File: config.mk
export PLATFORM = sky130hd
export DESIGN_NAME = sdram_arbiter
export DESIGN_NICKNAME = d
export VERILOG_FILES = /design/src/rtl/sdram_arbiter.sv
export SDC_FILE = /design/constraint.sdc
export NUM_CORES = 1
export LEC_CHECK = 0
export BUFFER_PORTS_ARGS = -buffer_cell sky130_fd_sc_hd__buf_2
export CORE_ASPECT_RATIO = 0.6
export CORE_UTILIZATION = 45
export CTS_CLUSTER_DIAMETER = 100
export CTS_CLUSTER_SIZE = 20
export DETAILED_ROUTE_END_ITERATION = 12
export PLACE_DENSITY = 0.77
export SETUP_SLACK_MARGIN = 0.4
export SLEW_MARGIN = 20
export SYNTH_ARGS = -nofsm -noshare
export SYNTH_HDL_FRONTEND = slang
export SYNTH_SLANG_ARGS = --single-unit
export TNS_END_PERCENT = 20
File: constraint.sdc
create_clock -name clk -period 2.08 [get_ports clk]
set_input_delay 0.208 -clock clk [delete_from_list [all_inputs] [get_ports clk]]
set_output_delay 0.208 -clock clk [all_outputs]
set_load 0.01 [all_outputs]
File: src/rtl/sdram_arbiter.sv
// Two-port round-robin (or fixed-priority) arbiter in front of the SDRAM controller host interface.
// Latency: request at IDLE edge T -> m_* valid at T+1; controller compl at C -> port compl at C+1.
// Backpressure: one transaction in flight; requesters hold their request until their compl pulse.
module sdram_arbiter #(
    parameter int FIXED_PRIO    = 0,
    parameter int RESET_HOLDOFF = 16
) (
    input  logic        clk,
    input  logic        rst_n,
    input  logic [31:0] p0_addr,
    input  logic [15:0] p0_wdata,
    input  logic        p0_wr_en,
    input  logic [1:0]  p0_bytesel,
    output logic [15:0] p0_rdata,
    output logic        p0_compl,
    input  logic [31:0] p1_addr,
    input  logic [15:0] p1_wdata,
    input  logic        p1_wr_en,
    input  logic [1:0]  p1_bytesel,
    output logic [15:0] p1_rdata,
    output logic        p1_compl,
    output logic [31:0] m_addr,
    output logic [15:0] m_wdata,
    output logic        m_wr_en,
    output logic [1:0]  m_bytesel,
    input  logic [15:0] m_rdata,
    input  logic        m_compl,
    input  logic        m_config_done,
    output logic        grant
);

    // Counter must reach RESET_HOLDOFF-1; keep at least one bit for degenerate settings.
    localparam int CNT_W = (RESET_HOLDOFF < 2) ? 1 : $clog2(RESET_HOLDOFF + 1);
    localparam logic [CNT_W-1:0] HOLD_LAST = CNT_W'((RESET_HOLDOFF > 0) ? RESET_HOLDOFF - 1 : 0);

    typedef enum logic [2:0] {
        ST_HOLDOFF  = 3'd0,
        ST_WAIT_CFG = 3'd1,
        ST_IDLE     = 3'd2,
        ST_BUSY     = 3'd3,
        ST_RELEASE  = 3'd4
    } state_t;

    state_t             state_q, state_d;
    logic [CNT_W-1:0]   cnt_q, cnt_d;
    logic               rr_q, rr_d;          // port favoured when both request
    logic [31:0]        m_addr_q, m_addr_d;
    logic [15:0]        m_wdata_q, m_wdata_d;
    logic               m_wr_en_q, m_wr_en_d;
    logic [1:0]         m_bytesel_q, m_bytesel_d;
    logic [15:0]        p0_rdata_q, p0_rdata_d;
    logic [15:0]        p1_rdata_q, p1_rdata_d;
    logic               p0_compl_q, p0_compl_d;
    logic               p1_compl_q, p1_compl_d;
    logic               grant_q, grant_d;

    logic req0, req1, any_req, win;
    logic grant_start, txn_done;

    assign req0    = |p0_bytesel;
    assign req1    = |p1_bytesel;
    assign any_req = req0 | req1;

    // Winner selection: lone requester wins; on a tie use the favoured port or port 0 when fixed.
    always_comb begin
        win = 1'b0;
        if (req0 && req1) begin
            win = (FIXED_PRIO != 0) ? 1'b0 : rr_q;
        end else begin
            win = req1;
        end
    end

    assign grant_start = (state_q == ST_IDLE) && any_req;
    assign txn_done    = (state_q == ST_BUSY) && m_compl;

    // State register.
    always_ff @(posedge clk or negedge rst_n) begin
        if (!rst_n) begin
            state_q <= ST_HOLDOFF;
        end else begin
            state_q <= state_d;
        end
    end

    // Next-state logic; controller completions outside BUSY are deliberately ignored.
    always_comb begin
        state_d = state_q;
        case (state_q)
            ST_HOLDOFF:  if (cnt_q == HOLD_LAST) state_d = ST_WAIT_CFG;
            ST_WAIT_CFG: if (m_config_done)      state_d = ST_IDLE;
            ST_IDLE:     if (any_req)            state_d = ST_BUSY;
            ST_BUSY:     if (m_compl)            state_d = ST_RELEASE;
            ST_RELEASE:                          state_d = ST_IDLE;
            default:                             state_d = ST_HOLDOFF;
        endcase
    end

    // Output/datapath logic: latch the winner on grant, route completion back on done.
    always_comb begin
        cnt_d       = cnt_q;
        rr_d        = rr_q;
        m_addr_d    = m_addr_q;
        m_wdata_d   = m_wdata_q;
        m_wr_en_d   = m_wr_en_q;
        m_bytesel_d = m_bytesel_q;
        p0_rdata_d  = p0_rdata_q;
        p1_rdata_d  = p1_rdata_q;
        p0_compl_d  = 1'b0;
        p1_compl_d  = 1'b0;
        grant_d     = grant_q;

        if ((state_q == ST_HOLDOFF) && (cnt_q != HOLD_LAST)) begin
            cnt_d = cnt_q + 1'b1;
        end

        if (grant_start) begin
            grant_d = win;
            rr_d    = ~win;
            if (win) begin
                m_addr_d    = p1_addr;
                m_wdata_d   = p1_wdata;
                m_wr_en_d   = p1_wr_en;
                m_bytesel_d = p1_bytesel;
            end else begin
                m_addr_d    = p0_addr;
                m_wdata_d   = p0_wdata;
                m_wr_en_d   = p0_wr_en;
                m_bytesel_d = p0_bytesel;
            end
        end

        if (txn_done) begin
            // Drop bytesel together with the port compl so the controller never relaunches.
            m_bytesel_d = 2'b00;
            if (grant_q) begin
                p1_compl_d = 1'b1;
                if (!m_wr_en_q) p1_rdata_d = m_rdata;
            end else begin
                p0_compl_d = 1'b1;
                if (!m_wr_en_q) p0_rdata_d = m_rdata;
            end
        end
    end

    // Datapath registers.
    always_ff @(posedge clk or negedge rst_n) begin
        if (!rst_n) begin
            cnt_q       <= '0;
            rr_q        <= 1'b0;
            m_addr_q    <= '0;
            m_wdata_q   <= '0;
            m_wr_en_q   <= 1'b0;
            m_bytesel_q <= '0;
            p0_rdata_q  <= '0;
            p1_rdata_q  <= '0;
            p0_compl_q  <= 1'b0;
            p1_compl_q  <= 1'b0;
            grant_q     <= 1'b0;
        end else begin
            cnt_q       <= cnt_d;
            rr_q        <= rr_d;
            m_addr_q    <= m_addr_d;
            m_wdata_q   <= m_wdata_d;
            m_wr_en_q   <= m_wr_en_d;
            m_bytesel_q <= m_bytesel_d;
            p0_rdata_q  <= p0_rdata_d;
            p1_rdata_q  <= p1_rdata_d;
            p0_compl_q  <= p0_compl_d;
            p1_compl_q  <= p1_compl_d;
            grant_q     <= grant_d;
        end
    end

    assign m_addr    = m_addr_q;
    assign m_wdata   = m_wdata_q;
    assign m_wr_en   = m_wr_en_q;
    assign m_bytesel = m_bytesel_q;
    assign p0_rdata  = p0_rdata_q;
    assign p1_rdata  = p1_rdata_q;
    assign p0_compl  = p0_compl_q;
    assign p1_compl  = p1_compl_q;
    assign grant     = grant_q;

endmodule

**Word-level counts from Yosys, hierarchy flattened**

Cells that the tools add are included.

- Add/subtract/negate cells: 1
- Equality and inequality tests: 10
- Multiplexer cells: 16
- Bitwise operators: 4
- Reduce and logical (&&, ||, !) cells: 11

Operators with widths:

| kind | count |
|---|---|
| two-way mux 32 bit | 1 |
| two-way mux 16 bit | 1 |
| one-hot mux 3 bit (5 select lines) | 1 |
| two-way mux 3 bit | 4 |
| inequality test 2 bit (second input constant) | 4 |
| == test 3 x 2 -> 1 bit (second input constant) | 2 |
| two-way mux 1 bit | 6 |
| two-way mux 2 bit | 3 |
| AND reduction 3 bit | 2 |
| adder 5 x 1 -> 5 bit (second input constant) | 1 |
| == test 5 x 4 -> 1 bit (second input constant) | 1 |
| inequality test 5 x 4 -> 1 bit (second input constant) | 1 |
| logical AND 1 bit | 4 |
| AND reduction 4 bit | 1 |
| OR reduction 2 bit | 2 |
| == test 3 x 1 -> 1 bit (second input constant) | 1 |
| == test 3 bit (second input constant) | 1 |
| logical NOT 3 bit | 1 |
| inverter 1 bit | 3 |
| nonzero test 2 bit | 1 |
| OR 1 bit | 1 |

- Bits in registers: 95
- Input bits: 122
- Word-level logic and storage cells: 54

**Logic depth before layout (Yosys ltp)**

Gate-level depths: netlist of run 1.

- Depth after elaboration: 6
- Depth in mapped cells: 6
- Depth with buffers taken out: 6

**Least setup slack after synthesis of run 1**

No wires, ideal clock.

- Kind: reg-to-reg
- From: reg cnt_q[0]
- To: reg cnt_q[1]
- Setup time: 0.125 ns
- Data arrival time: 1.651 ns
- Setup slack: 0.304 ns
- Cell stages (with the launch flop): 6
- Period minus slack after synthesis: 1.776 ns
- Path through: dfrtp_1 ha_1 and3_1 ha_1 nor4_2 mux2_2

- Cells in the longest elaborated chain, start to end: 2
- Elaborated cells between the ends (all ways): 3
- Those cells by class: add/sub (1); eq/ne (1); reduce/logical (1)

Ends and longest elaborated chain:

| element | line | source |
|---|---|---|
| start: declaration | 45 | `logic [CNT_W-1:0] cnt_q, cnt_d;` |
| start signal: assignment | 161 | `cnt_q <= cnt_d;` |
| parallel branches: the longest is 2 deep, another holds adder 5 x 1 -> 5 bit | - |  |

Parallel ways; which one is timed is not known.
A chain may end at the register's enable or synchronous reset.

**Worst setup path in the final report of run 1**

- From: reg state_q[2]
- To: reg p0_rdata_q[1] (netlist: p0_rdata[1])

- Cells in the longest elaborated chain, start to end: 3

Ends and longest elaborated chain:

| element | line | source |
|---|---|---|
| start: declaration | 44 | `state_t state_q, state_d;` |
| start signal: assignment | 82 | `state_q <= state_d;` |
| == test 3 x 2 -> 1 bit | 75 | `assign txn_done = (state_q == ST_BUSY) && m_compl;` |
| logical AND 1 bit | 75 |  |
| AND reduction 3 bit (no source line) | - |  |
| end signal: assignment | 167 | `p0_rdata_q <= p0_rdata_d;` |
| end: declaration | 51 | `logic [15:0] p0_rdata_q, p0_rdata_d;` |

Every way passes these cells.

==> key figures, run 1 <==
Power
  – VDD IR max: around 0.00070 V
  – NetSw: 3.357 mW
  – Pleak: roughly 2.8 nW
  – PwrDens: around 1400 nW/um2
  – Logic pwr share: about two fifths
  – Sw frac: between 30% and 40%
  – Sequential power share: 38.3%
  – Clock Power Share: about a fifth
  – Power Internal: about 5.3 mW
  – Tot Pwr: 8.666 mW

Global route
  – Grt met1 use: 31.93%
  – Met2 usage: 38.57%
  – Largest net degree at the start of global routing: 56
  – Vias in the first global route: between 3000 and 4000
  – Overall Global Routing Usage: 23.64%
  – Met3 Usage GRT: under 10%
  – Top Usage Layer GRT: met2
  – Global-route wire length before repair: between 15000 and 20000 um
  – Total congestion overflow: 0
  – Initial antenna violation count: 0

Clock tree
  – CTS tree: built
  – CTS Buf Count: 9
  – CTS Root Cell: clkbuf_16
  – Skew-Pair Late Insertion Delay: between 0.3 and 0.4 ns
  – CTS H-Tree Depth: 3
  – Maximum clock path buffer count: 2
  – CTS Sinks: between 90 and 100
  – Clock slew at reported path FFs: 0.07 ns

Synth
  – Cells after Synth: 411
  – Top cell type's share of synthesized area: 52.95%
  – Cell Area, Synth: around 4500 um2
  – Synth cell types: 34
  – Mapped Nets: 535
  – Avg Synthesized Cell Area: roughly 11 um2
  – Yosys synthesis warning count: 0
  – Area leader, netlist: dfrtp_1
  – Seq/Total Area, Yosys: a little over half
  – Area contributors post-synth: dfrtp_1 (53%), nand3b_1 (8.4%), a31oi_1 (6.8%)
  – Register bit total from synthesis: 95

Floorplanning
  – Core Area: ~9400 um2
  – Chip width: ~130 um
  – Chip height: approximately 80 um
  – Die area: 10390 um2
  – Row count: 27
  – I/O pins: around 210
  – Starting Density: roughly 48%

Detailed routing
  – Antenna Nets Post-Route: 0
  – DR vias: ~4100
  – DR pass1 iterations: 4
  – DRC errors left: 0
  – DR WL/cell: 16.49 um
  – Initial DRC Count: 213
  – WL final: 12240 um
  – Post-DR vias/cell: between 5 and 6

Layout
  – Proportion of layout cells with a drive suffix above 1: 44.28%
  – Ant diodes: 0
  – Fin nets: roughly 730
  – Final instance area: ~6000 um2
  – Core Util, Final: about 64%
  – P&R area growth vs syn: 34.73%
  – Fillers: around 820

Critical path
  – Crit path arrival time: 1.85 ns
  – CP Launch Type: register
  – WS Path Type: reg2reg
  – Worst Path Required: roughly 2.3 ns
  – Critical path endpoint category: register
  – Worst-path maximum fanout: 16

Timing
  – Hold Vio Cnt, Final: 0
  – Final period util: between 70 and 80%
  – Layout Skew: 0.01029 ns
  – Tmin final: 1.632 ns
  – Slew Limit Fails: 0
  – Setup TNS: 0 ns
  – FMAX: between 600 and 700 MHz
  – Endpoints failing setup: 0
  – RSZ-0062 raised after global routing: false
  – Max_slew headroom: between 60 and 70%
  – Measured slew at the worst slew-check pin: 0.5510 ns
  – Final hold slack: ~0.096 ns

Placed design
  – Routability cong.: 0.7478
  – Post-Place Cell Area: 5660 um2
  – Final HPWL DP: slightly below 9000 um
  – Port bufs: between 200 and 250

Min path
  – Hold Path Class: in2reg

Status
  – Status: finished, final reports clean

Flow run
  – Max-cap violation count: 0
through the flow:
step / setup slack, ns / std cells
2_1_floorplan: 0.4026 / 411
3_3_place_gp: 0.3130 / 720
3_5_place_dp: 0.2479 / 720
4_1_cts: 0.3788 / 741
5_1_grt: 0.4015 / 742
6_report: 0.4484 / 742
cell usage after synthesis:
master      n
o21ba_2     1
o21bai_1    1
o2bb2ai_1   2
xor2_1      1
a21oi_1    52
o31ai_1     1
nand4b_2    1
inv_1       3
xnor2_1     2
nor4_2      1
dfrtp_1    95
and2_1      1
nor2_1      6
buf_2       3
ha_1        2
nor3_4      2
a21boi_0    2
a31oi_1    49
nand2_1     3
mux2_1     20
clkbuf_1   30
mux2_2     13
a31oi_2     1
buf_4       2
mux2_4      1
o21a_1      1
o21ai_0    50
or4_1       1
nand3b_1   50
and3_1      1
nand4_1     1
buf_6       6
mux2i_1     5
nor3b_2     1
state kept, by name, summed over array words and instances, names as in the netlist, 2 cells and up:
name	count
cnt_q	5
m_addr	32
m_bytesel	2
m_wdata	16
p0_rdata	16
p1_rdata	16
state_q	3
placed cells by master (no fill, tap or decap), types with 3 or more instances in the layout:
master	instances
nand3b_1	50
mux2_2	12
buf_2	206
dfrtp_2	3
buf_12	3
inv_8	3
buf_4	14
nor2_1	5
o21ai_0	50
inv_1	3
mux2i_1	5
a21oi_1	52
clkbuf_16	9
dfrtp_1	92
nand2_1	3
mux2_1	20
a31oi_1	49
routing by layer:
| layer | vias to the layer above | share of wire, % |
|---|---|---|
| met2 | 172 | 47 |
| met5 | - | 0 |
| li1 | 1920 | - |
| met3 | 9 | 7.2 |
| met4 | 0 | 0.69 |
| met1 | 1972 | 45 |
layout make-up:
cell class	instances	area, um2	share of cell area, %
Inverter	3	11.26	0.1862
Multi-Input combinational cell	272	1951	32.25
Clock inverter	7	88.84	1.469
Clock buffer	9	225.2	3.724
Sequential cell	95	2381	39.37
Timing Repair Buffer	226	1229	20.31
Tap cell	130	162.7	2.689
final timing paths:
check	endpoint	from	slack, ns	cells after the start
min	p0_rdata[9]	m_rdata[9]	0.1	2
max	p0_rdata[1]	state_q[2]	0.45	4
min in group asynchronous	cnt_q[2]	rst_n	0.38	2
min reg2reg	cnt_q[3]	cnt_q[3]	0.48	1
max in group asynchronous	p1_rdata[3]	rst_n	1.03	3
max reg2reg	p0_rdata[1]	state_q[2]	0.45	4
cell families after synthesis:
| kind of cell | count (synthesis) | share of synthesized area [%] |
|---|---|---|
| AOI/OAI and AO/OA | 160 | 19.93 |
| xor gates and xnor gates | 3 | 0.5854 |
| adders and majority gates | 2 | 0.5573 |
| buffers and inverters | 44 | 4.933 |
| DFF | 95 | 52.95 |
| muxes | 39 | 9.727 |
| and+or+nand+nor | 68 | 11.32 |
critical path: stages, from the launching register on:
cell and delay, ns:
dfrtp_2 0.47, nand4b_4 0.25, nor3_4 0.24, buf_12 0.19
mux2_2 0.35
power by group through the flow:
stage               Combinational [mW]  Clock, mW  Sequential, mW
floorplan                         1.89          0            3.58
global placement                  3.52          0            3.27
detailed placement                3.63          0            3.33
CTS                               3.63       1.74            3.32
global route                      4.01       1.81            3.42
finish                            3.62       1.72            3.32
repair_timing:
action / 4_1_cts / 5_1_grt
pin swaps: 1 / 1
hold endpoints to repair: 40 / 0
setup endpoints to repair: 64 / 66
setup buffers: 4 / 1
resized for setup: 6 / 3
hold buffers: 1 / 0
No activity file was read; power rests on OpenSTA's default activity.
==> run 2: changes to the inputs <==
Settings changed: CORE_UTILIZATION 45 to 42, PLACE_DENSITY 0.77 to 0.76.
Clock period 2.08 ns to 1.5 ns, I/O delays scaled along.
==> run 2 against run 1 <==
Against the previous run:
- the run now ends with setup timing left
- routed wire length grew 17%
- non-clock buffer count grew 34
- global-route usage grew 0.60 points
- register-to-register slack lost 0.55 ns
- first-iteration DRC count shrank 13%
==> key figures, run 2 (synthesis gave the netlist of run 1 again) <==
Status
  – Status: complete, but fails checks
  – Failing checks: setup timing

Power
  – VDD IR max: 0.001027 V (+46%)
  – PwrDens: 2003 nW/um2 (+40%)
  – Tot Pwr: 13.29 mW (+53%)
  – Pleak: 3.056 nW (+9.5%)

Floorplanning
  – Chip width: 135.5 um (+3.5%)
  – I/O pins: 208 (unchanged)
  – Starting Density: 44.34% (-3.3 points)
  – Chip height: 82.09 um (+3.4%)
  – Row count: 28 (+3.7%)
  – Core Area: 10120 um2 (+7.4%)
  – Die area: 11120 um2 (+7.0%)

Detailed routing
  – Initial DRC Count: 185 (-13%)
  – DR WL/cell: 18.27 um (+11%)
  – DRC errors left: 0 (unchanged)
  – WL final: 14270 um (+17%)
  – DR vias: 4309 (+5.8%)
  – DR pass1 iterations: 4 (unchanged)
  – Post-DR vias/cell: 5.517 (+0.51%)
  – Antenna Nets Post-Route: 0 (unchanged)

Flow run
  – Max-cap violation count: 0 (unchanged)

Timing
  – Layout Skew: 0.005673 ns (-0.004619 ns)
  – Final WS setup: -0.1051 ns (-0.5535 ns)
  – Tmin final: 1.605 ns (-0.02654 ns)
  – Measured slew at the worst slew-check pin: 0.4109 ns (-0.1401 ns)
  – Final period util: 107.0% (+29 points)
  – Slew Limit Fails: 0 (unchanged)
  – Max_slew headroom: 72.61% (+9.3 points)
  – Hold Vio Cnt, Final: 0 (unchanged)
  – Endpoints failing setup: 46 (+46)
  – FMAX: 623.0 MHz (+1.7%)
  – RSZ-0062 raised after global routing: true

Critical path
  – Slowest cell on crit path: dfrtp_1
  – CP Launch Type: register
  – Worst-path maximum fanout: 4 (-12)
  – Crit path max-delay family: flip-flops
  – Reg2reg path depth: 5 (+1)
  – Critical path endpoint category: register
  – WS Path Type: reg2reg
  – Endpoint of the worst register-to-register path: cnt_q[1]
  – Worst Path Required: 1.73 ns (-0.57 ns)
  – CP Buf/Inv Count: 0 (-1)
  – Critical Path End: cnt_q[1]
  – Stages on worst setup path: 5 (+1)
  – Worst r2r src: cnt_q[0]
  – Setup crit start: cnt_q[0]
  – R2R setup slack: -0.11 ns (-0.55 ns)
  – Crit-path cells: ha_2 > and3_4 > ha_4 > nor4_4 > mux2_2
  – Crit path arrival time: 1.84 ns (about the same)
  – Slowest stage delay, CP: 0.39 ns (-0.08 ns)

Layout
  – Final instance area: 6635 um2 (+9.7%)
  – Max reg flops: 32 (unchanged)
  – Ant diodes: 0 (unchanged)
  – Proportion of layout cells with a drive suffix above 1: 51.24% (+7.0 points)
  – Most frequent cells in the layout: buf_2 (204), dfrtp_1 (90), a21oi_1 (52)
  – Fin nets: 765 (+4.7%)
  – P&R area growth vs syn: 47.80%
  – Most common cell after layout, fill and taps aside: buf_2

Min path
  – Hold Path Class: in2reg

Global route
  – Global-route wire length before repair: 20440 um (+7.6%)
  – Overall Global Routing Usage: 24.24% (+0.60 points)
  – Largest net degree at the start of global routing: 71 (+27%)
  – Total congestion overflow: 0 (unchanged)
  – Vias in the first global route: 3915 (-0.13%)
  – Initial antenna violation count: 0 (unchanged)

Clock tree
  – CTS tree: built
  – CTS H-Tree Depth: 3 (unchanged)
  – Maximum clock path buffer count: 2 (unchanged)
  – Skew-Pair Late Insertion Delay: 0.34 ns (about the same)
  – Clock slew at reported path FFs: 0.07 ns (about the same)
  – CTS Sinks: 95 (unchanged)
  – CTS Buf Count: 9 (unchanged)
  – CTS Root Cell: clkbuf_16

Placed design
  – Post-Place Cell Area: 5974 um2 (+5.5%)
  – Final HPWL DP: 9669 um (+9.1%)
  – Routability cong.: 0.7849 (+5.0%)
  – Port bufs: 207 (unchanged)
run 2: cell count changes in the layout (fill, tap and decap cells not counted), sizes merged:
cell	before	now
buf	225	255
bufinv	1	0
clkbuf	9	14
clkinvlp	1	3
clkinv	2	0
run 2: timing repair:
item / CTS / global route
endpoints found under the setup margin: 94 / 95
endpoints found under the hold margin: 93 / 0
hold buffers: 1 / 0
pin swaps: 4 / 6
cloned: 1 / 5
gates resized for setup: 16 / 26
setup buffers: 5 / 4
run 2: per-layer routing:
layer / global-route usage, % / part of all wire (%) / vias up
met3: 6.605 / 8.4 / 14
met2: 40.10 / 48 / 202
met5: 0 / 0 / -
li1: - / - / 1992
met1: 31.61 / 43 / 2101
met4: 6.292 / 1.1 / 0
run 2: power by group:
group / total, mW / internal [mW] / switching, mW
clock network: 2.20 / 1.15 / 1.05
logic: 6.50 / 3.24 / 3.26
registers: 4.58 / 3.79 / 0.792
total: 13.3 / 8.18 / 5.10
run 2: through the flow:
stage | util [%] | TNS, ns | hold slack [ns] | std cells | setup slack, ns
floorplan | - | -3.145 | -0.1456 | 411 | -0.1774
global placement | 59.01 | -5.620 | 0.02056 | 749 | -0.1371
detailed placement | 59.01 | -8.551 | 0.02638 | 749 | -0.1656
CTS | 63.17 | -1.247 | 0.03248 | 772 | -0.08935
global route | 65.53 | -5.388 | 0.04340 | 781 | -0.1649
finish | 65.53 | -1.240 | 0.05269 | 781 | -0.1051
run 2: worst min path at each step:
stage | start | to | slack (ns) | cells after the start
2_1_floorplan | rst_n | cnt_q[0] | -0.15 | 0
3_3_place_gp | rst_n | m_addr[31] | 0.02 | 1
3_5_place_dp | rst_n | m_addr[24] | 0.03 | 1
4_1_cts | m_rdata[8] | p1_rdata[8] | 0.03 | 2
5_1_grt | m_rdata[12] | p0_rdata[12] | 0.04 | 2
6_report | m_rdata[12] | p0_rdata[12] | 0.05 | 2
run 2: final cells by class:
class / instances / area [um2]
clock buffer: 10 / 229.0
clock inverter: 6 / 53.80
fill: 786 / 3490
inverter: 3 / 11.26
multi-input combinational: 272 / 2116
sequential: 95 / 2384
tap: 135 / 168.9
timing repair buffer: 260 / 1673
==> run 3: changes to the inputs <==
Settings changed: PLACE_DENSITY 0.76 to 0.81, RECOVER_POWER set to 25.
==> run 3 against run 2 <==
Against the previous run:
- the flow still finishes with violations (setup timing)
- power shrank 0.50%
- critical path depth grew 1
- combinational power is essentially flat
- routed wire length shrank 5.3%
- register-to-register slack lost 0.02 ns
- largest power group unchanged
- global-route usage shrank 0.93 points
- sequential cell count is the same
- setup slack lost 0.015 ns
- hold slack gained 0.0085 ns
- highest routed layer unchanged
- non-clock buffer count is the same
==> key figures, run 3 (synthesis gave the netlist of run 1 again) <==
Placed design
  – Post-Place Cell Area: 5952 um2 (-0.38%)
  – Routability cong.: 0.7831 (-0.23%)
  – Port bufs: 207 (unchanged)
  – Final HPWL DP: 9085 um (-6.0%)

Power
  – Sequential power share: 34.4% (about the same)
  – PwrDens: 1982 nW/um2 (-1.0%)
  – VDD IR max: 0.001008 V (-1.9%)
  – Power Internal: 8.172 mW (-0.15%)
  – Pleak: 3.066 nW (+0.33%)
  – Sw frac: 38.20% (-0.21 points)
  – Clock Power Share: 16.5% (about the same)
  – NetSw: 5.051 mW (-1.0%)
  – Logic pwr share: 49.2% (+0.3 points)

Floorplanning
  – I/O pins: 208 (unchanged)
  – Chip height: 82.09 um (unchanged)
  – Starting Density: 44.34% (unchanged)
  – Row count: 28 (unchanged)
  – Chip width: 135.5 um (unchanged)
  – Core Area: 10120 um2 (unchanged)
  – Die area: 11120 um2 (unchanged)

Critical path
  – R2R setup slack: -0.12 ns (-0.02 ns)
  – Crit path arrival time: 1.85 ns (about the same)
  – Crit path max-delay family: flip-flops
  – WS Path Type: reg2reg
  – Stages on worst setup path: 6 (+1)
  – CP Launch Type: register
  – Slowest stage delay, CP: 0.40 ns (about the same)
  – Critical path endpoint category: register
  – Critical Path End: cnt_q[1]
  – Setup crit start: cnt_q[1]
  – Crit-path cells: ha_2 > and3_4 > ha_4 > nor4_4 > buf_6 > mux2_4
  – Reg2reg path depth: 6 (+1)
  – CP Buf/Inv Count: 1 (+1)
  – Worst r2r src: cnt_q[1]
  – Worst-path maximum fanout: 5 (+1)
  – Worst Path Required: 1.72 ns (about the same)
  – Endpoint of the worst register-to-register path: cnt_q[1]
  – Slowest cell on crit path: dfrtp_1

Layout
  – Proportion of layout cells with a drive suffix above 1: 51.70% (+0.46 points)
  – Total area of sequential cells: 2381 um2 (-0.11%)
  – Multi-input gate area: 2166 um2 (+2.4%)
  – Final instance area: 6670 um2 (+0.53%)
  – Most frequent cells in the layout: buf_2 (205), dfrtp_1 (92), a21oi_1 (51)
  – P&R area growth vs syn: 48.58%
  – Fin nets: 765 (unchanged)
  – Fillers: 790 (+0.51%)
  – Most common cell after layout, fill and taps aside: buf_2
  – Ant diodes: 0 (unchanged)
  – Max reg flops: 32 (unchanged)

Status
  – Status: complete, but fails checks
  – Failing checks: setup timing

Clock tree
  – CTS Buf Count: 9 (unchanged)
  – CTS H-Tree Depth: 3 (unchanged)
  – CTS tree: built
  – Skew-Pair Late Insertion Delay: 0.34 ns (about the same)
  – Maximum clock path buffer count: 2 (unchanged)
  – CTS Root Cell: clkbuf_16
  – CTS Sinks: 95 (unchanged)
  – Clock slew at reported path FFs: 0.07 ns (about the same)

Timing
  – RSZ-0062 raised after global routing: true
  – Final hold slack: 0.06118 ns (+0.008492 ns)
  – Layout Skew: 0.007217 ns (+0.001544 ns)
  – Max_slew headroom: 33.43% (-39 points)
  – Endpoints failing setup: 64 (+39%)
  – Tmin final: 1.621 ns (+0.01546 ns)
  – Final period util: 108.0% (+1.0 points)
  – FMAX: 617.1 MHz (-0.95%)
  – Measured slew at the worst slew-check pin: 0.9986 ns (+0.5877 ns)
  – Final WS setup: -0.1206 ns (-0.01546 ns)
  – Hold Vio Cnt, Final: 0 (unchanged)
  – Slew Limit Fails: 0 (unchanged)

Global route
  – Overall Global Routing Usage: 23.31% (-0.93 points)
  – Vias in the first global route: 3969 (+1.4%)
  – Largest net degree at the start of global routing: 68 (-4.2%)
  – Global-route wire length before repair: 19980 um (-2.3%)
  – Initial antenna violation count: 0 (unchanged)
  – Total congestion overflow: 0 (unchanged)

Detailed routing
  – WL final: 13510 um (-5.3%)
  – DR pass1 iterations: 4 (unchanged)
  – Antenna Nets Post-Route: 0 (unchanged)
  – Post-DR vias/cell: 5.430 (-1.6%)
  – DR vias: 4241 (-1.6%)
  – DRC errors left: 0 (unchanged)
  – DR WL/cell: 17.30 um (-5.3%)
  – Initial DRC Count: 119 (-36%)

Min path
  – Hold Path Class: in2reg

Flow run
  – Max-cap violation count: 0 (unchanged)
run 3: cell types whose count changed in the layout (fill, tap and decap cells not counted), sizes merged:
cell / before / now
clkbuf: 14 / 16
buf: 255 / 253
run 3: area by class of cell:
| type | instances | share of cell area [%] |
|---|---|---|
| clock inverters | 6 | 0.8066 |
| multi-input cells | 272 | 32.47 |
| repair buffers | 260 | 24.89 |
| well taps | 135 | 2.532 |
| clock buffers | 10 | 3.433 |
| inverters | 3 | 0.1688 |
| flip-flops and latches | 95 | 35.70 |
run 3: worst reg2reg max path, stage by stage (launching register included):
cell     delay, ns
dfrtp_1       0.40
ha_2          0.20
and3_4        0.15
ha_4          0.16
nor4_4        0.14
buf_6         0.16
mux2_4        0.30
run 3: how the worst min path moves through the flow:
stage / depth (start not counted) / end / from
2_1_floorplan: 0 / cnt_q[0] / rst_n
3_3_place_gp: 2 / p0_rdata[0] / rst_n
3_5_place_dp: 2 / p1_rdata[0] / rst_n
4_1_cts: 2 / p1_rdata[12] / m_rdata[12]
5_1_grt: 2 / p1_rdata[12] / m_rdata[12]
6_report: 2 / p1_rdata[12] / m_rdata[12]
run 3: stage by stage:
stage	TNS [ns]	worst slack [ns]	utilization (%)	total power, mW	cells
2_1_floorplan	-3.145	-0.1774	-	7.828	411
3_3_place_gp	-5.098	-0.1564	58.79	9.930	746
3_5_place_dp	-7.810	-0.2432	58.79	10.16	746
4_1_cts	-1.898	-0.2337	63.94	12.75	771
5_1_grt	-8.102	-0.1707	65.88	14.06	781
6_report	-2.399	-0.1206	65.88	13.22	781
run 3: power groups by stage:
stage | logic (mW) | clock network, mW | registers (mW)
after floorplan | 2.84 | 0 | 4.99
after global placement | 5.45 | 0 | 4.48
after detailed placement | 5.62 | 0 | 4.54
after CTS | 5.98 | 2.24 | 4.52
after global routing | 7.04 | 2.34 | 4.68
final | 6.50 | 2.18 | 4.54
run 3: routing by layer:
metal | share of wire (%) | up-vias | wire length [um] | global-route usage [%]
met2 | 47 | 173 | 6352 | 39.18
met1 | 45 | 2076 | 6035 | 30.02
met5 | 0 | - | 0 | 0
met4 | 0.76 | 0 | 102 | 4.719
met3 | 7.5 | 11 | 1018 | 6.914
li1 | - | 1981 | - | -
run 3: repair_timing:
item | CTS | global route
pin swaps | 33 | 27
hold buffers | 1 | 0
setup endpoints to repair | 94 | 94
gates resized for setup | 33 | 22
gates cloned | 2 | 3
hold endpoints to repair | 95 | 0
buffers inserted | 6 | 7
